[src/rtl/register_file_pkg.sv]
// Shared definitions for register_file: clear-sequencer state encoding and default geometry.
package register_file_pkg;

    localparam int DEF_WIDTH = 16;
    localparam int DEF_DEPTH = 8;

    typedef enum logic {
        IDLE  = 1'b0,
        CLEAR = 1'b1
    } state_t;

endpackage

[src/rtl/register_file.sv]
// Two-read/one-write register file with a sequential clear engine.
// Define REGISTER_FILE_BYPASS_EN to forward write data to a matching read port in the write cycle.
module register_file
    import register_file_pkg::*;
#(
    parameter int WIDTH = DEF_WIDTH,
    parameter int DEPTH = DEF_DEPTH,
    localparam int AW   = $clog2(DEPTH)
) (
    input  logic             clk,
    input  logic             rst_n,
    input  logic             load,
    input  logic [AW-1:0]    waddr,
    input  logic [WIDTH-1:0] in,
    input  logic [AW-1:0]    raddr_a,
    input  logic [AW-1:0]    raddr_b,
    output logic [WIDTH-1:0] out_a,
    output logic [WIDTH-1:0] out_b,
    input  logic             clear,
    output logic             busy
);

    logic [WIDTH-1:0] mem [DEPTH];
    state_t           state;
    logic [AW-1:0]    cnt;

    always_ff @(posedge clk) begin
        if (!rst_n) begin
            for (int i = 0; i < DEPTH; i++) begin
                mem[i] <= '0;
            end
            state <= IDLE;
            cnt   <= '0;
            busy  <= 1'b0;
        end else begin
            case (state)
                IDLE: begin
                    // A write coinciding with a clear request still lands; the sweep zeroes it later.
                    if (load) begin
                        mem[waddr] <= in;
                    end
                    if (clear) begin
                        cnt   <= '0;
                        state <= CLEAR;
                        busy  <= 1'b1;
                    end
                end
                CLEAR: begin
                    mem[cnt] <= '0;
                    cnt      <= cnt + 1'b1;
                    if (cnt == AW'(DEPTH - 1)) begin
                        state <= IDLE;
                        busy  <= 1'b0;
                    end
                end
                default: begin
                    state <= IDLE;
                    busy  <= 1'b0;
                end
            endcase
        end
    end

    always_comb begin
        out_a = mem[raddr_a];
        out_b = mem[raddr_b];
`ifdef REGISTER_FILE_BYPASS_EN
        if (load && !busy && (waddr == raddr_a)) begin
            out_a = in;
        end
        if (load && !busy && (waddr == raddr_b)) begin
            out_b = in;
        end
`endif
    end

endmodule
[config.mk]
export PLATFORM = sky130hd
export DESIGN_NAME = register_file
export DESIGN_NICKNAME = d
export VERILOG_FILES = /design/src/rtl/register_file_pkg.sv /design/src/rtl/register_file.sv
export SDC_FILE = /design/constraint.sdc
export NUM_CORES = 1
export LEC_CHECK = 0
export BUFFER_PORTS_ARGS = -buffer_cell sky130_fd_sc_hd__buf_2
export CAP_MARGIN = 0
export CORE_ASPECT_RATIO = 1.25
export CORE_MARGIN = 1
export CORE_UTILIZATION = 50
export DETAILED_ROUTE_END_ITERATION = 10
export GPL_ROUTABILITY_DRIVEN = 1
export GPL_TIMING_DRIVEN = 1
export PLACE_DENSITY = 0.71
export SKIP_LAST_GASP = 1
export SLEW_MARGIN = 20
export SYNTH_ARGS = -nofsm -noshare
export SYNTH_HDL_FRONTEND = slang
export SYNTH_SLANG_ARGS = --single-unit
[constraint.sdc]
create_clock -name clk -period 3 [get_ports clk]
set_input_delay 0.6 -clock clk [delete_from_list [all_inputs] [get_ports clk]]
set_output_delay 0.6 -clock clk [all_outputs]
set_load 0.01 [all_outputs]
==> implementation parameters <==
Parameter                              Value

Clocking
  CTS-repair resized insts ... 0
  TritonCTS clock tree ... built
  CTS Buf Count ... 17
  Clk sinks ... 133
  Maximum root-to-sink buffer count ... 2
  Root buffer cell ... clkbuf_16
  Clock-pin transition on the worst setup and hold timing paths ... 0.05 ns
  Cts hold-fix bufs ... 0
  Buffers inserted during post-CTS setup optimization ... 0
  H-tree level count ... 4
  Clock latency reported for the late side of the worst-skew pair ... between 0.4 and 0.5 ns

Timing
  Setup slack after layout ... approximately 0.39 ns
  Slew Viols, Final ... 0
  Final-layout worst hold slack ... 0.479 ns
  Setup TNS ... 0 ns
  Endpoints failing setup ... 0
  Relative slew slack ... slightly below 60%
  Setup repair after global routing missed its margin ... no
  Post-layout min period ... 2.61 ns
  Number of hold violations in the final report ... 0
  Worst slew pin tran ... 0.629 ns
  Maximum clock frequency ... 383 MHz
  Post-route clock skew ... 0.00428 ns
  Tcrit/Tclk final ... 87.0%

Setup path
  Most prevalent standard cell on the critical path ... buf_2
  Critical Path End Type ... output port
  Crit path largest cell delay ... 0.60 ns
  Required time worst endpoint ... approximately 2.4 ns
  List of cells traversed by the critical path ... buf_2 -> buf_12 -> mux4_1 -> mux2_2 -> buf_2
  Kind of start point of the critical path ... input port
  Standard cell with the maximum stage delay on the critical path ... mux4_1
  Worst Setup Path Type ... input port to output port
  Critical path fanouts, max ... 32
  Arrival time reported for the critical path endpoint ... 2.01 ns

Logic synthesis
  Mapped Cells ... about 510
  Nets in the synthesized netlist ... ~540
  Number of synthesized register bits ... 133
  Number of library cell types mapped by synthesis ... 29
  Sequential area share after synthesis ... 53.7%
  Top FF cell, synth ... edfxtp_1
  Mapped Area ... 7340 um2
  Count of flip-flops with a built-in enable after synthesis ... between 100 and 150
  Synthesis Warnings ... 0
  Fraction of synthesized cell area taken by the top area cell type ... 52.4%
  Area contributors post-synth ... edfxtp_1, mux4_1, nor2_1
  Share of synthesized registers carrying an async set or reset ... 0%
  Average cell area after synthesis ... 14.4 um2
  Library cell occupying the most area in the post-synthesis netlist ... edfxtp_1

Drt
  Average detailed-routed wire length per instance ... 23.2 um
  Number of nets with antenna violations after routing ... 0
  DRT iter0 DRCs ... 342
  Post-DR vias/cell ... 6.32
  Total Routed Length ... 17.5 mm
  Detailed-router iteration count before antenna repair ... 5
  Drc violations ... 0
  Via count ... around 4800

Power and ir drop
  Maximum vdd drop ... ~0.0004 V
  Cell leakage power ... roughly 3.3 nW
  Cell-internal power ... 3.71 mW
  Portion of total power attributed to sequential cells ... 45.0%
  Logic gate share of total power ... around 13%
  Power dissipated by switching net loads ... 1.15 mW
  Share of total power in the clock network ... 42.2%
  Switching share of power ... around a quarter
  Pwr/cell area ... ~570 nW/um2

Placed design
  Placer's final routability congestion estimate ... 0.791
  Post-placement setup slack ... approximately 0.4 ns
  Number of port buffers ... 61
  Final HPWL DP ... between 10 and 15 mm

Floorplan
  Core area ... around 14000 um2
  Core Rows ... 49
  DIE AREA ... 15200 um2
  Die Ht ... 137 um
  Horizontal die dimension ... 110 um
  Effective utilization at floorplan ... roughly half
  I/O pin count ... between 60 and 70

Global routing
  Wire length of the first global-routing pass ... about 27 mm
  Gr ovfl total ... 0
  Number of antenna violations at the first check in global routing ... 0
  Largest net degree at the start of global routing ... 65
  Global routing usage summed across all routing layers ... between 20 and 30%
  Number of global-route vias before repair ... between 4000 and 5000

Cells and area
  Inserted Diodes ... 0
  Final #Nets ... between 500 and 600
  Most common cell after layout, fill and taps aside ... edfxtp_1
  Fraction of final layout cells sized beyond drive strength 1 ... a little over a quarter
  Synthesis-to-layout area growth ... 15.3%
  Most used cells in the layout excluding fill and tap cells ... edfxtp_1, nor2_1, mux4_1

Run
  Number of max-capacitance violations reported ... 0

Run status
  Run status ... completed

Worst hold path
  Class of the tightest hold or removal check ... input port to flop
-- synthesized netlist by cell type, drive strengths merged, types with 5 or more instances --
library cell,n
edfxtp,128
nor2,105
mux4,64
nand3,42
buf,36
mux2,32
nor3,28
nand2,19
clkbuf,10
o21ai,10
nor2b,8
a21oi,7
dfxtp,5
-- sequential cells by signal, summed over array words and instances (netlist names) --
name	flops
busy	1
cnt	3
mem	128
state	1
-- layout make-up --
class                           count  area (um2)
Multi-Input combinational cell    329        3160
Tap cell                          178         223
Sequential cell                   133        3940
Timing Repair Buffer               86         556
Clock buffer                       17         425
Fill cell                        1126        5880
Clock inverter                     14         161
-- cells by family (layout without fill, tap and decap cells) --
group	Yosys count	in the layout	synth area share (%)
AOI/OAI and AO/OA	19	19	1.57
adders and majority gates	2	2	0.341
buffers and inverters	46	117	3.55
DFF	133	133	53.7
muxes	96	96	27.8
and+or+nand+nor	212	212	13.0
-- power by group through the flow --
stage               clock network, mW  registers (mW)  logic (mW)
global placement                    0            2.22       0.608
global route                     2.14            2.20       0.665
finish                           2.05            2.19       0.623
detailed placement                  0            2.23       0.622
floorplan                           0            2.21       0.410
CTS                              2.07            2.19       0.625
-- worst paths after layout --
| path | startpoint | to | slack (ns) | depth (start not counted) |
|---|---|---|---|---|
| worst min-delay path | clear | state$_SDFF_PN0_ | 0.48 | 3 |
| worst max register to register | state$_SDFF_PN0_ | mem[0][12]$_SDFFCE_PN0P_ | 0.75 | 4 |
| worst max-delay path | raddr_b[0] | out_b[4] | 0.39 | 5 |
| worst min register to register | busy$_SDFFE_PN0P_ | busy$_SDFFE_PN0P_ | 0.55 | 2 |
-- routing by layer --
metal / track usage (%) / share of wire (%) / wire, um / vias to the layer above
met5: 0 / 0 / 0 / -
met4: 11.3 / 2.4 / 415 / 0
met3: 5.16 / 6.0 / 1060 / 33
met2: 43.2 / 55 / 9580 / 197
met1: 30.2 / 37 / 6480 / 2409
li1: - / - / - / 2149
-- metrics by stage --
step           power [mW]  util, %  area [um2]  std cells
5_1_grt              5.01     59.0        8470        757
3_3_place_gp         2.83     54.9        7880        726
3_5_place_dp         2.85     54.9        7880        726
6_report             4.87     59.0        8470        757
2_1_floorplan        2.62        -        7340        508
4_1_cts              4.88     59.0        8470        757
-- worst max-delay path, delay by kind of cell --
family	cells	cell delay [ns]
muxes	2	0.91
buffers and inverters	3	0.48
Power figures use the tool's default switching activity.
